`config.mk`:
```
export PLATFORM = sky130hd
export DESIGN_NAME = alu_rr_arbiter
export DESIGN_NICKNAME = d
export VERILOG_FILES = /design/src/rtl/alu_rr_arbiter.sv
export SDC_FILE = /design/constraint.sdc
export NUM_CORES = 1
export LEC_CHECK = 0
export ABC_AREA = 0
export CAP_MARGIN = 20
export CORE_MARGIN = 1
export CORE_UTILIZATION = 35
export CTS_CLUSTER_DIAMETER = 40
export CTS_CLUSTER_SIZE = 40
export DETAILED_ROUTE_END_ITERATION = 8
export HOLD_SLACK_MARGIN = 0.1
export PLACE_DENSITY = 0.81
export RECOVER_POWER = 100
export SLEW_MARGIN = 20
export SYNTH_ARGS = -nofsm -noshare
export SYNTH_HDL_FRONTEND = slang
export SYNTH_SLANG_ARGS = --single-unit
```
`constraint.sdc`:
```
create_clock -name CLK -period 3.47 [get_ports CLK]
set_clock_uncertainty 0.15 [all_clocks]
set_input_delay 1.041 -clock CLK [delete_from_list [all_inputs] [get_ports CLK]]
set_output_delay 1.041 -clock CLK [all_outputs]
set_load 0.01 [all_outputs]
```
`src/rtl/alu_rr_arbiter.sv`:
```
// alu_rr_arbiter: two-requester round-robin front end for a single shared alu.
// A command is accepted from one requester, issued to the alu, and the alu
// result is captured. The result is then returned on a response channel
// tagged with the owning requester. Only one command is in flight at a time.
module alu_rr_arbiter #(
  parameter int WIDTH = 8
) (
  input  logic               CLK,
  input  logic               RST_N,
  // command side
  input  logic [1:0]         REQ_VALID,
  output logic [1:0]         REQ_READY,
  input  logic [7:0]         REQ_OPCODE,
  input  logic [2*WIDTH-1:0] REQ_A,
  input  logic [2*WIDTH-1:0] REQ_B,
  // response side
  output logic               RSP_VALID,
  input  logic               RSP_READY,
  output logic               RSP_ID,
  output logic [WIDTH-1:0]   RSP_DATA,
  output logic [3:0]         RSP_FLAGS,
  output logic               BUSY,
  // alu pins
  output logic               ALU_EN,
  output logic               ALU_OE,
  output logic [3:0]         ALU_OPCODE,
  output logic [WIDTH-1:0]   ALU_A,
  output logic [WIDTH-1:0]   ALU_B,
  input  logic [WIDTH-1:0]   ALU_OUT,
  input  logic [3:0]         ALU_FLAGS
);

  typedef enum logic [1:0] {
    IDLE    = 2'd0,
    ISSUE   = 2'd1,
    CAPTURE = 2'd2,
    RESP    = 2'd3
  } state_e;

  state_e           state_q;
  logic             last_q;       // requester granted most recently
  logic             busy_q;
  logic             alu_en_q;
  logic             alu_oe_q;
  logic [3:0]       alu_op_q;
  logic [WIDTH-1:0] alu_a_q;
  logic [WIDTH-1:0] alu_b_q;
  logic             rsp_valid_q;
  logic             rsp_id_q;
  logic [WIDTH-1:0] rsp_data_q;
  logic [3:0]       rsp_flags_q;

  logic             grant_d;      // requester that would win this cycle
  logic             accept_d;     // a command is taken at the coming edge
  logic [1:0]       req_ready_d;
  logic [3:0]       op_d;
  logic [WIDTH-1:0] a_d;
  logic [WIDTH-1:0] b_d;

  // Round-robin grant and operand selection for the winning requester.
  always_comb begin
    // NOTE: every output of this block gets a default first so no path can infer a latch.
    grant_d     = 1'b0;
    accept_d    = 1'b0;
    req_ready_d = 2'b00;
    if (REQ_VALID == 2'b11) begin
      grant_d = ~last_q;
    end else begin
      grant_d = REQ_VALID[1];
    end
    // Ready is gated by reset so it always means "accepted at this edge".
    accept_d = RST_N && (state_q == IDLE) && (REQ_VALID != 2'b00);
    if (accept_d) begin
      req_ready_d = grant_d ? 2'b10 : 2'b01;
    end
    op_d = grant_d ? REQ_OPCODE[7:4]    : REQ_OPCODE[3:0];
    a_d  = grant_d ? REQ_A[WIDTH+:WIDTH] : REQ_A[0+:WIDTH];
    b_d  = grant_d ? REQ_B[WIDTH+:WIDTH] : REQ_B[0+:WIDTH];
  end

  // Sequencer FSM with all outputs registered: accept, issue, capture, respond.
  always_ff @(posedge CLK) begin
    // NOTE: state is updated with non-blocking assignments so every register samples pre-edge values.
    if (!RST_N) begin
      state_q     <= IDLE;
      last_q      <= 1'b1;
      busy_q      <= 1'b0;
      alu_en_q    <= 1'b0;
      alu_oe_q    <= 1'b0;
      rsp_valid_q <= 1'b0;
      // NOTE: datapath registers are reset as well because their reset value is visible on the ports.
      alu_op_q    <= '0;
      alu_a_q     <= '0;
      alu_b_q     <= '0;
      rsp_id_q    <= 1'b0;
      rsp_data_q  <= '0;
      rsp_flags_q <= '0;
    end else begin
      case (state_q)
        IDLE: begin
          if (accept_d) begin
            alu_op_q <= op_d;
            alu_a_q  <= a_d;
            alu_b_q  <= b_d;
            rsp_id_q <= grant_d;
            last_q   <= grant_d;
            busy_q   <= 1'b1;
            alu_en_q <= 1'b1;
            alu_oe_q <= 1'b0;
            state_q  <= ISSUE;
          end
        end
        ISSUE: begin
          // alu registers the held operands at this edge; enable its output next.
          alu_en_q <= 1'b1;
          alu_oe_q <= 1'b1;
          state_q  <= CAPTURE;
        end
        CAPTURE: begin
          // Operands are unchanged, so the alu reload at this edge is harmless.
          rsp_data_q  <= ALU_OUT;
          rsp_flags_q <= ALU_FLAGS;
          alu_en_q    <= 1'b0;
          alu_oe_q    <= 1'b0;
          rsp_valid_q <= 1'b1;
          state_q     <= RESP;
        end
        RESP: begin
          if (RSP_READY) begin
            rsp_valid_q <= 1'b0;
            busy_q      <= 1'b0;
            state_q     <= IDLE;
          end
        end
        default: begin
          state_q <= IDLE;
        end
      endcase
    end
  end

  assign REQ_READY  = req_ready_d;
  assign RSP_VALID  = rsp_valid_q;
  assign RSP_ID     = rsp_id_q;
  assign RSP_DATA   = rsp_data_q;
  assign RSP_FLAGS  = rsp_flags_q;
  assign BUSY       = busy_q;
  assign ALU_EN     = alu_en_q;
  assign ALU_OE     = alu_oe_q;
  assign ALU_OPCODE = alu_op_q;
  assign ALU_A      = alu_a_q;
  assign ALU_B      = alu_b_q;

endmodule
```
==> flow_metrics.tcl, run 1 <==
set metrics [dict create \
    clk_latency_ns 0.29 \
    cap_violations 0 \
    drt-vias-per-instance 5.103 \
    tightest_slew_ns 0.9964 \
    synth_top_area_frac 0.4675 \
    dieArea_um2 5178 \
    dp_hpwl_mm 3.255 \
    criticalPathCategory "primary input to output pin" \
    synthFlopType "dfxtp_1" \
    path_cells "clkdlybuf4s50_1 -> and3_2 -> and2_0 -> dlygate4sd2_1" \
    totalPowerFinal_mw 1.563 \
    cts_tree "yes" \
    startpoint_type "primary input" \
    instances_no_fill 348 \
    final-hold-violation-count 0 \
    layout.nets 342 \
    hold_path.class "register to register" \
    syn-cell-area_um2 1713 \
    status "complete, no violations" \
    gp_congestion 0.7976 \
    clk_pin_slew_ns 0.07 \
    rsz0062_at_grt "no" \
    cts_root_buf "clkbuf_8" \
    dp_cells 340 \
    powerDensity_nw_per_um2 553.6 \
    ctsLongestPathBuffers 2 \
    grt_max_degree 23 \
    yosysTopAreaCell "dfxtp_1" \
    p_leak_nw 1.112 \
    post_cts_buffers 0 \
    initial_core_util 0.3626 \
    cts_max_level 2 \
    rr_worst_depth 6 \
    worst_setup_path_end_kind "output pin" \
    ys_top_cells_by_area "dfxtp_1, a32oi_1, a21oi_1" \
    vias 1776 \
    period_needed_ns 3.381 \
    grt_pass1_vias 1749 \
    die_h_um 71.96 \
    hold_depth 1 \
    drcViolationCount 0 \
    dieWidth_um 71.96 \
    rows 25 \
    numCtsBuffers 5 \
    grt-ovfl-total 0 \
    synth_async_sr_flop_share 0 \
    yosys.cell_count.top_type "dfxtp_1" \
    whs_endpoint "RSP_ID" \
    cp_data_required_time_ns 2.28 \
    grt_pass1_wl_mm 7.817 \
    drt_iter0_drc 71 \
    synth_seq_area_share 0.4675 \
    relSlewSlack 0.3358 \
    first_pass_iters 5 \
    rr_startpoint "state_q[0]" \
    crit_buf_inv 2 \
    ir_drop_mv 0.3163 \
    synth.avg_cell_area_um2 9.360 \
    insertedDiodeCount 0 \
    yosys_register_bits 40 \
    setup-violations-final 0 \
    wl_per_cell_um 13.52 \
    grt_usage 0.1923 \
    yosysWarnings 0 \
    syn_to_final_growth_pct 64.79 \
    portBuffers 95 \
    synth-edff-count 0 \
    io_pins 96 \
    reg2reg_to "ALU_A[7]" \
    r2r_slack_ns 1.33 \
    syn_nets 245 \
    drv_slew 0 \
    ant_nets 0 \
    fmax_mhz 295.8 \
    whs_ns 0.3402 \
    cts_resized 2 \
    drive_above_1_share 0.07117 \
    cp_slowest_stage_delay_ns 0.52 \
    syn_inst 183 \
    crit_arrival_ns 2.19 \
    ys_types 29 \
    path_delay_family "buffers and inverters" \
    placed_cell_area_um2 2746 \
    hold_start "RSP_ID" \
    antenna_found_initial 0 \
    design_area_um2 2823 \
    cts_sinks 40 \
    critPathSlowestCell "clkdlybuf4s50_1" \
    cts_hold_buf 0 \
    synthTopCellsByCount "dfxtp_1, a21oi_1, nand3_1" \
    crit_path_max_fanout 4 \
    fin_crit_sh 0.9744 \
    core_um2 4723 \
    drt-total-wl_mm 4.706 \
]
[area by class of cell]
| type | count | area [um2] |
|---|---|---|
| tap | 67 | 83.83 |
| timing repair buffer | 106 | 1020 |
| multi-input combinational | 123 | 813.3 |
| sequential | 40 | 800.8 |
| clock buffer | 8 | 90.09 |
| fill | 423 | 1901 |
| inverter | 4 | 15.01 |
[placed cells by master, fill, tap and decap left out]
cell type	synthesis	final
o211ai_1	1	1
nand2b_1	1	1
ha_1	5	5
clkdlybuf4s50_1	0	56
dfxtp_1	40	40
dlygate4sd2_1	0	2
nor2_1	14	14
a32oi_1	20	20
a21oi_1	25	25
a311oi_1	1	1
or2b_1	1	1
dlygate4sd3_1	0	37
mux2i_1	12	12
or3_1	1	1
a21o_1	1	1
and3_2	3	3
nand3_1	22	22
or3b_4	1	1
inv_1	4	4
a22oi_1	1	1
a31o_2	1	1
buf_4	2	7
o21ai_0	5	5
and2_0	0	2
clkbuf_1	5	5
clkbuf_4	0	1
o311ai_0	1	1
nor3b_1	1	1
nand2_1	3	3
clkbuf_8	0	6
a21oi_2	1	1
[through the flow]
step,utilization,setup TNS (ns),setup slack [ns]
after floorplan,-,0,0.6814
after global placement,0.5815,-0.3632,-0.1900
after detailed placement,0.5815,-0.3633,-0.1872
after CTS,0.6000,0,0.08126
after global routing,0.5976,0,0.02500
final,0.5976,0,0.08882
[how the worst max path moves through the flow]
stage                             from  slack, ns            to  depth (start not counted)
after floorplan           REQ_VALID[1]       0.68  REQ_READY[0]                          3
after global placement           RST_N      -0.19  REQ_READY[1]                          4
after detailed placement         RST_N      -0.19  REQ_READY[1]                          4
after CTS                        RST_N       0.08  REQ_READY[1]                          4
after global routing             RST_N       0.02  REQ_READY[1]                          4
final                            RST_N       0.09  REQ_READY[1]                          4
[cells by family (layout without fill, tap and decap cells)]
kind of cell             after synthesis  after routing  synth area share
flip-flops                            40             40            0.4675
multiplexers                          12             12           0.07013
adder cells (fa/ha/maj)                5              5           0.03652
AO/OA/AOI/OAI                         57             57            0.2235
buffers and inverters                 20            118           0.05770
AND/OR/NAND/NOR                       49             49            0.1446
[where the power goes]
group | switching [mW] | leakage (nW) | internal (mW)
logic | 0.304 | 0.739 | 0.329
clock network | 0.147 | 0.0455 | 0.162
registers | 0.0571 | 0.327 | 0.564
[worst register-to-register path, cell delays in order (launching register included)]
cell and delay (ns):
dfxtp_1 0.39, inv_1 0.10, ha_1 0.29, o211ai_1 0.11, clkbuf_1 0.71, a32oi_1 0.11
a21oi_1 0.20
[layer usage]
layer,track usage,share of wire,vias up
met1,0.2106,0.42,824
met3,0.06944,0.086,6
met4,0.05011,0.0081,0
met2,0.3512,0.48,71
met5,0,0,-
li1,-,-,875
[sequential cells by signal (all words and copies together), names as in the netlist, 2 cells and up]
| signal | count |
|---|---|
| ALU_A | 8 |
| ALU_B | 8 |
| ALU_OPCODE | 4 |
| RSP_DATA | 8 |
| RSP_FLAGS | 4 |
| state_q | 2 |
Power figures use the tool's default switching activity.
==> run 2: changes to the inputs <==
--- a/config.mk
+++ b/config.mk
@@ -6,9 +6,11 @@
 export NUM_CORES = 1
 export LEC_CHECK = 0
 export ABC_AREA = 0
+export ABC_CLOCK_PERIOD_IN_PS = 3470
 export CAP_MARGIN = 20
 export CORE_MARGIN = 1
 export CORE_UTILIZATION = 35
+export CTS_BUF_LIST = sky130_fd_sc_hd__clkbuf_4 sky130_fd_sc_hd__clkbuf_8
 export CTS_CLUSTER_DIAMETER = 40
 export CTS_CLUSTER_SIZE = 40
 export DETAILED_ROUTE_END_ITERATION = 8
==> flow_metrics.tcl, run 2 (synthesized netlist as in run 1, its figures left out) <==
set metrics [dict create \
    p_sw_mw 0.5086 \
    io_pins 96 \
    tightest_slew_ns 1.004 \
    drt_iter0_drc 71 \
    ant_nets 0 \
    clk_latency_ns 0.29 \
    design_area_um2 2830 \
    cts_tree "yes" \
    dp_hpwl_mm 3.255 \
    crit_arrival_ns 2.19 \
    grt_max_degree 23 \
    hold_path.class "register to register" \
    crit_path_max_fanout 4 \
    instances_no_fill 348 \
    drive_above_1_share 0.07829 \
    final_common_cell "clkdlybuf4s50_1" \
    cts_resized 2 \
    dieWidth_um 71.96 \
    die_h_um 71.96 \
    layout_common_cells "clkdlybuf4s50_1, dfxtp_1, dlygate4sd3_1" \
    antenna_found_initial 0 \
    portBuffers 95 \
    gp_congestion 0.7976 \
    numCtsBuffers 5 \
    fin_crit_sh 0.9744 \
    fmax_mhz 295.8 \
    grt_pass1_vias 1749 \
    first_pass_iters 4 \
    criticalPathCategory "primary input to output pin" \
    status "complete, no violations" \
    cp_data_required_time_ns 2.28 \
    cts_hold_buf 0 \
    ir_drop_mv 0.3169 \
    finish.utilization 0.5992 \
    dieArea_um2 5178 \
    internal_power_mw 1.070 \
    place_ws_ns -0.1872 \
    relSlewSlack 0.3308 \
    grt_pass1_wl_mm 7.817 \
    tns_ns 0 \
    cts_max_level 2 \
    syn_to_final_growth_pct 65.23 \
    worst_setup_path_end_kind "output pin" \
    layout.nets 342 \
    drt-total-wl_mm 4.712 \
    ctsLongestPathBuffers 2 \
    core_um2 4723 \
    drt-vias-per-instance 5.092 \
    cts_root_buf "clkbuf_8" \
    wl_per_cell_um 13.54 \
    p_leak_nw 1.119 \
    grt-ovfl-total 0 \
    p_clk_frac 0.206 \
    clk_pin_slew_ns 0.07 \
    dp_cells 340 \
    drcViolationCount 0 \
    grt_usage 0.1923 \
    cts_sinks 40 \
    insertedDiodeCount 0 \
    rows 25 \
    setup_slack_ns 0.08882 \
    post_cts_buffers 0 \
    r2r_slack_ns 1.33 \
    powerDensity_nw_per_um2 557.7 \
    power_frac_comb 0.401 \
    cap_violations 0 \
    placed_cell_area_um2 2746 \
    whs_ns 0.3394 \
    setup-violations-final 0 \
    vias 1772 \
    final-hold-violation-count 0 \
    period_needed_ns 3.381 \
    switching_share 0.3222 \
    drv_slew 0 \
    startpoint_type "primary input" \
    p_seq_frac 0.393 \
    rsz0062_at_grt "no" \
    initial_core_util 0.3626 \
    totalPowerFinal_mw 1.579 \
]
run 2: area by class of cell:
type,count,area [um2]
Inverter,4,15.01
Clock buffer,8,97.59
Fill cell,421,1893
Sequential cell,40,800.8
Tap cell,67,83.83
Multi-Input combinational cell,123,813.3
Timing Repair Buffer,106,1020
run 2: per-layer routing:
metal | track usage | part of all wire | vias up
li1 | - | - | 875
met5 | 0 | 0 | -
met4 | 0.05011 | 0.0081 | 0
met1 | 0.2106 | 0.43 | 823
met2 | 0.3512 | 0.48 | 68
met3 | 0.06944 | 0.079 | 6
run 2: final timing paths:
kind	start	cells after the start	to
worst max-delay path	RST_N	4	REQ_READY[1]
worst min register to register	RSP_FLAGS[3]	2	RSP_FLAGS[3]
worst max register to register	state_q[0]	6	ALU_A[7]
worst min-delay path	RSP_FLAGS[3]	2	RSP_FLAGS[3]
run 2: power by group through the flow:
stage	combinational [mW]	sequential, mW	clock [mW]
final	0.633	0.621	0.325
after detailed placement	0.676	0.633	0
after global routing	0.697	0.634	0.363
after CTS	0.677	0.625	0.343
after global placement	0.668	0.628	0
after floorplan	0.311	0.670	0
run 2: critical path, stage by stage:
cell,delay [ns]
clkdlybuf4s50_1,0.52
and3_2,0.20
and2_0,0.15
dlygate4sd2_1,0.28
